[src/rtl/char_pkg.sv]
// Shared types and helpers for the cell characterisation sweep sequencer
// and the readback/Liberty-writer logic that consumes its result memory.
package char_pkg;

    typedef enum logic [2:0] {
        IDLE,
        CFG,
        DRIVE,
        WAIT,
        MEAS,
        WRITE,
        DONE
    } state_t;

    // Written in place of a measurement that never arrived; sliced to MEAS_W at use.
    localparam int SENTINEL_W = 64;
    localparam logic [SENTINEL_W-1:0] SENTINEL = '1;

    // Liberty table order: slope outermost, then capa, pin, edge (0 = away, 1 = return).
    function automatic int unsigned addr_calc(
        input int unsigned slope,
        input int unsigned capa,
        input int unsigned pin,
        input int unsigned edg,
        input int unsigned n_capa,
        input int unsigned n_pins
    );
        return (((slope * n_capa) + capa) * n_pins + pin) * 2 + edg;
    endfunction

endpackage

[src/rtl/char_idx_counter.sv]
// Nested slope/capa/pin/edge counters walking the characterisation grid,
// edge innermost, with wrap flags and the look-ahead of the next grid point.
module char_idx_counter
    import char_pkg::*;
#(
    parameter int N_SLOPES = 7,
    parameter int N_CAPA   = 7,
    parameter int N_PINS   = 2,
    parameter int SW       = 3,
    parameter int CW       = 3,
    parameter int PW       = 1
) (
    input  logic          clk,
    input  logic          nrst,
    input  logic          clr,
    input  logic          adv,
    output logic [SW-1:0] slope,
    output logic [CW-1:0] capa,
    output logic [PW-1:0] pin,
    output logic          edg,
    output logic [SW-1:0] nxt_slope,
    output logic [CW-1:0] nxt_capa,
    output logic          pin_last,
    output logic          grid_last
);

    logic slope_last;
    logic capa_last;
    logic pin_max;

    assign slope_last = (slope == SW'(N_SLOPES - 1));
    assign capa_last  = (capa == CW'(N_CAPA - 1));
    assign pin_max    = (pin == PW'(N_PINS - 1));
    assign pin_last   = edg && pin_max;
    assign grid_last  = pin_last && capa_last && slope_last;

    assign nxt_capa  = capa_last ? '0 : capa + CW'(1);
    assign nxt_slope = capa_last ? (slope_last ? '0 : slope + SW'(1)) : slope;

    always_ff @(posedge clk or negedge nrst) begin
        if (!nrst) begin
            slope <= '0;
            capa  <= '0;
            pin   <= '0;
            edg   <= 1'b0;
        end else if (clr) begin
            slope <= '0;
            capa  <= '0;
            pin   <= '0;
            edg   <= 1'b0;
        end else if (adv) begin
            if (!edg) begin
                edg <= 1'b1;
            end else begin
                edg <= 1'b0;
                pin <= pin_max ? '0 : pin + PW'(1);
                if (pin_max) begin
                    capa  <= nxt_capa;
                    slope <= nxt_slope;
                end
            end
        end
    end

endmodule

[src/rtl/char_sweep_seq.sv]
// Characterisation sequencer: walks the slope x load grid, toggles each cell
// input away from and back to rest, and records one measurement per edge.
module char_sweep_seq
    import char_pkg::*;
#(
    parameter int N_SLOPES = 7,
    parameter int N_CAPA   = 7,
    parameter int N_PINS   = 2,
    parameter int SETTLE   = 7,
    parameter int MEAS_W   = 32,
    parameter int TIMEOUT  = 1024,
    parameter int AW       = $clog2(N_SLOPES * N_CAPA * N_PINS * 2)
) (
    input  logic                        clk,
    input  logic                        nrst,
    input  logic                        start,
    input  logic                        mode,
    output logic [$clog2(N_SLOPES)-1:0] slope_idx,
    output logic [$clog2(N_CAPA)-1:0]   capa_idx,
    output logic [N_PINS-1:0]           din,
    output logic                        meas_req,
    input  logic                        meas_valid,
    input  logic [MEAS_W-1:0]           meas_data,
    output logic                        wr_en,
    output logic [AW-1:0]               wr_addr,
    output logic [MEAS_W-1:0]           wr_data,
    output logic                        busy,
    output logic                        done,
    output logic                        timeout_err
);

    localparam int SW    = $clog2(N_SLOPES);
    localparam int CW    = $clog2(N_CAPA);
    localparam int PW    = (N_PINS > 1) ? $clog2(N_PINS) : 1;
    localparam int T_MAX = (SETTLE > TIMEOUT) ? SETTLE : TIMEOUT;
    localparam int TW    = $clog2(T_MAX + 1);

    state_t          state;
    state_t          state_nxt;
    logic [TW-1:0]   cnt;
    logic            cnt_clr;
    logic            ctr_clr;
    logic            ctr_adv;
    logic            mode_q;
    logic [SW-1:0]   slope;
    logic [CW-1:0]   capa;
    logic [PW-1:0]   pin;
    logic            edg;
    logic [SW-1:0]   nxt_slope;
    logic [CW-1:0]   nxt_capa;
    logic            pin_last;
    logic            grid_last;
    logic            settle_done;
    logic            meas_to;
    logic [N_PINS-1:0] rest;
    logic [N_PINS-1:0] pin_mask;
    logic [N_PINS-1:0] drive_pat;

    char_idx_counter #(
        .N_SLOPES (N_SLOPES),
        .N_CAPA   (N_CAPA),
        .N_PINS   (N_PINS),
        .SW       (SW),
        .CW       (CW),
        .PW       (PW)
    ) u_idx (
        .clk       (clk),
        .nrst      (nrst),
        .clr       (ctr_clr),
        .adv       (ctr_adv),
        .slope     (slope),
        .capa      (capa),
        .pin       (pin),
        .edg       (edg),
        .nxt_slope (nxt_slope),
        .nxt_capa  (nxt_capa),
        .pin_last  (pin_last),
        .grid_last (grid_last)
    );

    // One shared counter times CFG/WAIT settling and the MEAS timeout.
    assign settle_done = (cnt == TW'(SETTLE - 1));
    assign meas_to     = (cnt == TW'(TIMEOUT - 1));

    assign rest      = {N_PINS{~mode_q}};
    assign pin_mask  = N_PINS'(1) << pin;
    assign drive_pat = edg ? rest : (rest ^ pin_mask);

    always_comb begin
        state_nxt = state;
        cnt_clr   = 1'b1;
        ctr_clr   = 1'b0;
        ctr_adv   = 1'b0;
        case (state)
            IDLE: begin
                if (start) begin
                    state_nxt = CFG;
                    ctr_clr   = 1'b1;
                end
            end
            CFG: begin
                if (settle_done) state_nxt = DRIVE;
                else             cnt_clr   = 1'b0;
            end
            DRIVE: state_nxt = WAIT;
            WAIT: begin
                if (settle_done) state_nxt = MEAS;
                else             cnt_clr   = 1'b0;
            end
            MEAS: begin
                if (meas_valid || meas_to) state_nxt = WRITE;
                else                       cnt_clr   = 1'b0;
            end
            WRITE: begin
                ctr_adv = 1'b1;
                if (grid_last)     state_nxt = DONE;
                else if (pin_last) state_nxt = CFG;
                else               state_nxt = DRIVE;
            end
            DONE:    state_nxt = IDLE;
            default: state_nxt = IDLE;
        endcase
    end

    always_ff @(posedge clk or negedge nrst) begin
        if (!nrst) begin
            state <= IDLE;
            cnt   <= '0;
        end else begin
            state <= state_nxt;
            cnt   <= cnt_clr ? '0 : cnt + TW'(1);
        end
    end

    // Index outputs only move on CFG entry so the config drivers see a stable point.
    always_ff @(posedge clk or negedge nrst) begin
        if (!nrst) begin
            mode_q      <= 1'b0;
            din         <= '1;
            timeout_err <= 1'b0;
            wr_data     <= '0;
            slope_idx   <= '0;
            capa_idx    <= '0;
        end else begin
            case (state)
                IDLE: begin
                    if (start) begin
                        mode_q      <= mode;
                        din         <= {N_PINS{~mode}};
                        timeout_err <= 1'b0;
                        slope_idx   <= '0;
                        capa_idx    <= '0;
                    end
                end
                DRIVE: din <= drive_pat;
                MEAS: begin
                    if (meas_valid) begin
                        wr_data <= meas_data;
                    end else if (meas_to) begin
                        wr_data     <= SENTINEL[MEAS_W-1:0];
                        timeout_err <= 1'b1;
                    end
                end
                WRITE: begin
                    if (pin_last && !grid_last) begin
                        slope_idx <= nxt_slope;
                        capa_idx  <= nxt_capa;
                    end
                end
                default: ;
            endcase
        end
    end

    assign meas_req = (state == MEAS);
    assign wr_en    = (state == WRITE);
    assign busy     = (state inside {CFG, DRIVE, WAIT, MEAS, WRITE});
    assign done     = (state == DONE);
    assign wr_addr  = wr_en ? AW'(addr_calc(32'(slope), 32'(capa), 32'(pin), 32'(edg),
                                            N_CAPA, N_PINS)) : '0;

endmodule

[config.mk]
export PLATFORM = sky130hd
export DESIGN_NAME = char_sweep_seq
export DESIGN_NICKNAME = d
export VERILOG_FILES = /design/src/rtl/char_pkg.sv /design/src/rtl/char_idx_counter.sv /design/src/rtl/char_sweep_seq.sv
export SDC_FILE = /design/constraint.sdc
export NUM_CORES = 1
export LEC_CHECK = 0
export ABC_AREA = 1
export BUFFER_PORTS_ARGS = -buffer_cell sky130_fd_sc_hd__buf_4
export CAP_MARGIN = 20
export CORE_UTILIZATION = 53
export DETAILED_ROUTE_END_ITERATION = 10
export GPL_TIMING_DRIVEN = 0
export PLACE_DENSITY = 0.8
export SLEW_MARGIN = 20
export SYNTH_ARGS = -nofsm -noshare
export SYNTH_HDL_FRONTEND = slang
export SYNTH_HIERARCHICAL = 1
export SYNTH_SLANG_ARGS = --single-unit
[constraint.sdc]
create_clock -name clk -period 3.6 [get_ports clk]
set_input_delay 0.54 -clock clk [delete_from_list [all_inputs] [get_ports clk]]
set_output_delay 0.54 -clock clk [all_outputs]
set_load 0.005 [all_outputs]
# Word-level counts from Yosys, hierarchy flattened
# Cells that the tools add are included.
[op_classes]
bitwise = 3
n_addsub = 7
reduce_logical = 24
muxes = 47
mul = 1
shift = 1
n_eq_ne = 17
[op_table]
columns = ["cell", "n"]
rows = [
  ["$mux W32", 2],
  ["$mux W3", 19],
  ["$pmux W3 S6", 1],
  ["$eq A3 B3 Y1 const B", 5],
  ["$mux W1", 15],
  ["$reduce_bool A2 Y1", 7],
  ["$pmux W3 S2", 2],
  ["$add A11 B1 Y11 const B", 1],
  ["$eq A11 B10 Y1 const B", 1],
  ["$eq A11 B3 Y1 const B", 1],
  ["$mux W11", 1],
  ["$add A8 B1 Y8", 1],
  ["$mux W8", 1],
  ["$ne A2 B2 Y1 const B", 4],
  ["$reduce_and A2 Y1", 4],
  ["$reduce_and A4 Y1", 2],
  ["$add A7 B1 Y7", 1],
  ["$add A3 B1 Y3 const B", 2],
  ["$add A6 B3 Y6", 1],
  ["$eq A3 B2 Y1 const B", 2],
  ["$mul A3 B3 Y6 const B", 1],
  ["$mux W2", 3],
  ["$ne A2 B1 Y1 const B", 3],
  ["$reduce_and A3 Y1", 2],
  ["other kinds (13)", 18],
]
[totals]
out_inout_bits = 53
input_bits = 37
reg_bits = 64
elab_cells = 112

# Depth between registers and ports, before layout
# Gate-level depths: netlist of run 1.
[logic_depth]
ltp_word = 7
depth_mapped = 12
mapped_depth_nobuf = 12

# Modules after synthesis
# The synthesis of run 1 kept the hierarchy.
[by_module_without_submodules]
columns = ["mod", "seq_area_each_um2", "area_per_inst_um2", "n_inst", "cells_per_inst"]
rows = [
  ["char_sweep_seq", 1403.8, 2952.8, 1, 358],
  ["char_idx_counter", 200.2, 460.4, 1, 68],
]

# Worst setup path before layout of run 1
# OpenSTA, ideal clock, no wires.
[synth_path]
path_kind = "register to output"
startpoint = "register u_idx.slope[1]"
endpoint = "output wr_addr[7]"
path_buffers = 0
slack_ns = 0.570
arrival_ns = 2.490
stages_incl_launch_ff = 11
required_ns = 3.060
cell_sequence = "dfrtp_1 -> fa_1 -> inv_1 -> fa_1 -> inv_1 -> fa_1 -> nand2_1 -> inv_1 -> o21ai_0 -> a21oi_1 -> nor2_1"
[synth_via]
elab_chain_len = 5
[synth_lines]
columns = ["item", "line_no", "source"]
rows = [
  ["start: declaration", "char_idx_counter.sv:17", "output logic [SW-1:0] slope,"],
  ["start signal: assignment", "char_idx_counter.sv:59", "slope <= nxt_slope;"],
  ["$mul A3 B3 Y6", "char_pkg.sv:28", "return (((slope * n_capa) + capa) * n_pins + pin) * 2 + edg;"],
  ["$add A6 B3 Y6", "char_pkg.sv:28", ""],
  ["$add A7 B1 Y7", "char_pkg.sv:28", ""],
  ["$add A8 B1 Y8", "char_pkg.sv:28", ""],
  ["$mux W8", "char_sweep_seq.sv:179", "assign wr_addr = wr_en ? AW'(addr_calc(32'(slope), 32'(capa), 32'(pin), 32'(edg),"],
  ["end: declaration", "char_sweep_seq.sv:25", "output logic [AW-1:0] wr_addr,"],
]
# Every way passes these cells.

# Final worst setup path of run 1
[layout_path]
startpoint = "register u_idx.slope[0]"
endpoint = "output wr_addr[7]"
# Same word-level chain as after synthesis.

==> results of run 1 <==
==> area by class of cell <==
| cell class | instances | share of cell area, % |
|---|---|---|
| sequential | 64 | 36.7 |
| multi-input combinational | 270 | 32.7 |
| timing repair buffer | 93 | 15.9 |
| inverter | 84 | 7.19 |
| clock buffer | 12 | 3.54 |
| tap | 75 | 2.14 |
| buffer | 8 | 1.48 |
| clock inverter | 3 | 0.399 |
==> path summary, 6_finish.rpt <==
kind	endpoint	slack [ps]	cells after the start	startpoint
min	capa_idx[2]	280	1	nrst
max in group asynchronous	u_idx/slope[0]	2770	1	nrst
min reg2reg	slope_idx[1]	490	2	slope_idx[1]
max reg2reg	u_idx/slope[0]	1860	11	state[1]
max	wr_addr[7]	170	12	u_idx/slope[0]
min in group clk	mode_q	430	3	mode
==> cell families after synthesis <==
logic type                 after synthesis  share of synthesized area, %
and+or+nand+nor                        187                          23.7
buffers and inverters                   92                          11.1
DFF                                     64                          47.0
AOI/OAI and AO/OA                       62                          10.2
adders and majority gates               16                          6.74
xor gates and xnor gates                 5                          1.28
==> what timing repair did <==
action                                  4_1_cts  5_1_grt
buffers inserted                              2        2
endpoints found under the setup margin        1        1
hold buffers                                  0        0
resized for setup                             3        2
==> critical path, cell delays in order, from the launching register on <==
cell and delay [ps]:
dfrtp_2 430, fa_1 530, inv_1 50, fa_1 480
inv_1 70, fa_1 430, nand2_1 80, inv_1 60
o21ai_2 120, nand3_1 80, nand2_1 60, nor2_1 40
buf_4 130
==> flip-flops by register name, indices dropped and copies added (netlist names) <==
| register | count |
|---|---|
| timeout_err | 1 |
| din | 2 |
| u_idx/edg | 1 |
| state | 3 |
| capa_idx | 3 |
| u_idx/capa | 3 |
| mode_q | 1 |
| slope_idx | 3 |
| wr_data | 32 |
| u_idx/slope | 3 |
| cnt | 11 |
| u_idx/pin | 1 |
==> per-stage QoR <==
stage	utilization (%)	std cells
2_1_floorplan	-	426
3_3_place_gp	68.9	590
3_5_place_dp	68.9	590
4_1_cts	72.0	607
5_1_grt	72.4	609
6_report	72.4	609
==> metal layers <==
| metal | GRT usage, % | share of wire [%] | up-vias |
|---|---|---|---|
| li1 | - | - | 1517 |
| met1 | 26.2 | 42 | 1398 |
| met2 | 38.8 | 53 | 51 |
| met3 | 5.93 | 3.8 | 9 |
| met4 | 9.47 | 1.3 | 0 |
| met5 | 0 | 0 | - |
==> synthesized netlist by cell type, types with 4 or more instances <==
master,instances,area [um2]
o21ai_2,6,52.6
fa_1,4,80.1
o21ai_0,13,65.1
nand3_1,18,90.1
nand2_1,77,289
ha_1,12,150
dfrtp_1,62,1550
nand4_1,4,25.0
inv_2,4,15.0
inv_1,80,300
nor2_1,65,244
xor2_1,4,35.0
nor3_1,5,25.0
buf_6,4,45.0
buf_2,4,20.0
nor2_2,6,37.5
nand2_2,5,31.3
a21oi_1,38,190
==> power breakdown <==
part	leakage [nW]	internal (mW)	switching, mW
logic	1.64	0.0268	0.0228
registers	0.679	0.721	0.00174
clock network	0.0882	0.281	0.259
total	2.41	1.03	0.283
==> results.yml, run 1 <==
run_status:
  status: "completed"
synth:
  syn_inst: 426
  syn-num-nets: 479
  postSynthAreaPerCell_um2: 8.01
  synthArstFlopShare_pct: 100
  ys.flop_type: "dfrtp_1"
  synth-edff-count: 0
  synth_warnings: 6
  synth-seq-cells: 64
  synth_cell_type_count: 27
  synth_seq_area_share_pct: 47.0
  netlist_area_um2: 3410
power_and_ir_drop:
  cellPowerDensity_nw_per_um2: 299
  leakage_nw: 2.41
  ir_worst_vdd_v: 0.000325
  power_mw: 1.31
floorplanning:
  die_h_um: 82.3
  die_area_um2: 6770
  core_um2: 6060
  initial_core_util_pct: 56.3
  rows: 28
  die_x_um: 82.3
  boundaryPins: 90
timing:
  fin_setup_tns_ps: 0
  worst_slew_pin_slew_ps: 800
  setup_ws_ps: 171
  slew_violations: 0
  fin_crit_ps: 3430
  finClkSkew_ps: 6.66
  clock.fmax_mhz: 292
  whs_ps: 285
  finalHoldViolations: 0
  finalSetupViolations: 0
  finalCritPeriodShare_pct: 95.2
  rsz0062_at_grt: "no"
  slew_headroom_pct: 46.7
global_route:
  overflow: 0
  grt_max_degree: 65
  antenna_found_initial: 0
  grt_pass1_vias: 2678
  grtUsageTotal_pct: 22.4
  grt_pass1_wl_mm: 11.4
flow_run:
  cap_violations: 0
detailed_routing:
  drt-total-wl_mm: 7.40
  initialDrtViolationCount: 129
  vias_per_cell: 4.89
  drt-pass1-iter-count: 4
  ant_nets: 0
  vias: 2975
  drc: 0
  wl_per_cell_um: 12.2
finish:
  multi_input_area_um2: 1430
  final_cell_mix: "93 x buf_4, 80 x inv_1, 77 x nand2_1"
  area_growth_pct: 28.5
  final_common_cell: "buf_4"
  antenna_cells: 0
  regArea_um2: 1610
  layout-drive-gt1-share_pct: 28.1
  nets: 583
  final_cell_area_um2: 4390
  fill_cells: 502
setup_path:
  cp-start-kind: "register"
  critical_path_arrival_ps: 2890
  end_kind: "output pin"
  path_max_fanout: 2
  required_ps: 3060
  path_class: "reg2out"
clock_network:
  cts_max_path_buffers: 2
  cts.root.buffer_cell: "clkbuf_8"
  cts-buffers-inserted: 9
  clk-insertion-delay-late_ps: 330
  cts_sinks: 64
  cts_tree: "yes"
  h-tree-depth: 3
  path_clk_slew_ps: 70
place:
  hpwl_mm: 5.48
  gp_congestion: 0.847
  pre_cts_ws_ps: 286
  dpl_cell_area_um2: 4180
  io_buffers: 89
worst_hold_path:
  hp-class: "in2async"
No activity file was read; power rests on OpenSTA's default activity.
==> inputs of run 2 (changes only) <==
--- a/config.mk
+++ b/config.mk
@@ -12,6 +12,7 @@
 export DETAILED_ROUTE_END_ITERATION = 10
 export GPL_TIMING_DRIVEN = 0
 export PLACE_DENSITY = 0.8
+export RECOVER_POWER = 50
 export SLEW_MARGIN = 20
 export SYNTH_ARGS = -nofsm -noshare
 export SYNTH_HDL_FRONTEND = slang
==> results.yml, run 2 (synthesis gave the netlist of run 1 again) <==
detailed_routing:
  vias_per_cell: 4.88
  drt-pass1-iter-count: 4
  initialDrtViolationCount: 130
  vias: 2970
  drt-total-wl_mm: 7.37
  drc: 0
  wl_per_cell_um: 12.1
  ant_nets: 0
power_and_ir_drop:
  pwr-share-comb_pct: 3.8
  power_switching_mw: 0.282
  cellPowerDensity_nw_per_um2: 300
  ir_worst_vdd_v: 0.000325
  seqPwrFrac_pct: 55.1
  pwr-share-clk_pct: 41.1
  leakage_nw: 2.40
  swShare_pct: 21.5
  p_int_mw: 1.03
clock_network:
  cts_sinks: 64
  clk-insertion-delay-late_ps: 330
  cts_hold_repair.buffers: 0
  cts.root.buffer_cell: "clkbuf_8"
  cts-buffers-inserted: 9
  h-tree-depth: 3
  path_clk_slew_ps: 60
  cts_tree: "yes"
  cts_max_path_buffers: 2
global_route:
  antenna_found_initial: 0
  grt_pass1_vias: 2678
  grtUsageTotal_pct: 22.4
  grt_max_degree: 65
  grt_pass1_wl_mm: 11.4
  overflow: 0
finish:
  final_cell_mix: "80 x inv_1, 77 x nand2_1, 68 x buf_4"
  regMostFlops: "wr_data"
  final_common_cell: "inv_1"
  antenna_cells: 0
  fin_cells: 609
  regArea_um2: 1610
  reg_top3: "wr_data x32, cnt x11"
  nets: 583
  area_growth_pct: 28.0
  fill_cells: 508
  multi_input_area_um2: 1430
  layout-drive-gt1-share_pct: 27.3
  largest_register_ff_count: 32
place:
  gp_congestion: 0.847
  placedCellCount: 590
  io_buffers: 89
  hpwl_mm: 5.48
setup_path:
  critical_path_arrival_ps: 2890
  path_cells: "fa_1 > inv_1 > fa_1 > inv_1 > fa_1 > nand2_1 > inv_1 > o21ai_2 > nand3_1 > nand2_1 > nor2_1 > buf_4"
  slowest_delay_ps: 530
  cp-start-kind: "register"
  crit_family: "adder cells"
  required_ps: 3060
  cp_num_buf_inv: 4
  path_max_fanout: 2
  end_kind: "output pin"
  r2r_slack_ps: 1830
  cp_slowest_cell: "fa_1"
  path_class: "reg2out"
floorplanning:
  boundaryPins: 90
  core_um2: 6060
  die_area_um2: 6770
  rows: 28
  die_h_um: 82.3
  die_x_um: 82.3
  initial_core_util_pct: 56.3
timing:
  clock.fmax_mhz: 292
  rsz0062_at_grt: "no"
  finalHoldViolations: 0
  finClkSkew_ps: 7.75
  fin_crit_ps: 3430
  worst_slew_pin_slew_ps: 1580
  finalCritPeriodShare_pct: 95.3
  slew_violations: 65
  finalSetupViolations: 0
  fin_setup_tns_ps: 0
  slew_headroom_pct: -5.17
run_status:
  violations: "capacitance limit, slew limit"
  status: "finished with violations"
worst_hold_path:
  hp-class: "in2reg"
flow_run:
  cap_violations: 1
run 2: per-stage QoR:
stage | util, % | instance area, um2 | hold slack (ps) | total power [mW] | setup slack, ps
2_1_floorplan | - | 3410 | 244 | 0.740 | 570
3_3_place_gp | 68.9 | 4180 | 470 | 0.786 | 306
3_5_place_dp | 68.9 | 4180 | 476 | 0.787 | 286
4_1_cts | 72.0 | 4370 | 330 | 1.33 | 16.8
5_1_grt | 72.1 | 4370 | 420 | 1.36 | 8.02
6_report | 72.1 | 4370 | 436 | 1.31 | 170
run 2: power groups by stage:
stage / sequential (mW) / clock, mW / combinational, mW
finish: 0.723 / 0.539 / 0.0492
global placement: 0.736 / 0 / 0.0500
detailed placement: 0.736 / 0 / 0.0511
global route: 0.722 / 0.586 / 0.0546
floorplan: 0.736 / 0 / 0.00419
CTS: 0.722 / 0.555 / 0.0513
run 2: layer usage:
metal	part of all wire [%]	track usage (%)	vias up
li1	-	-	1519
met1	42	26.2	1385
met2	53	38.8	57
met3	4.0	5.93	9
met4	1.3	9.47	0
met5	0	0	-
run 2: layout make-up:
class	instances	area share (%)
plain buffers	8	1.49
multi-input cells	270	32.6
clock inverters	3	0.401
clock buffers	12	3.55
well taps	75	2.15
repair buffers	93	15.8
flip-flops and latches	64	36.8
inverters	84	7.22
run 2: path summary, 6_finish.rpt:
check	end	startpoint	depth (start not counted)
min in group asynchronous	capa_idx[2]	nrst	1
min	mode_q	mode	3
max reg2reg	cnt[3]	cnt[0]	8
min reg2reg	slope_idx[1]	slope_idx[1]	2
max	wr_addr[7]	u_idx/slope[0]	12
max in group asynchronous	u_idx/slope[0]	nrst	1
run 2: tightest hold or removal path: stages:
cell	delay [ps]
buf_4	80
nand2_1	50
nand2_1	60
run 2: repair_timing:
item / in CTS / in global routing
cloned: 0 / 0
buffers inserted: 2 / 2
endpoints found under the setup margin: 1 / 1
resized for setup: 3 / 2
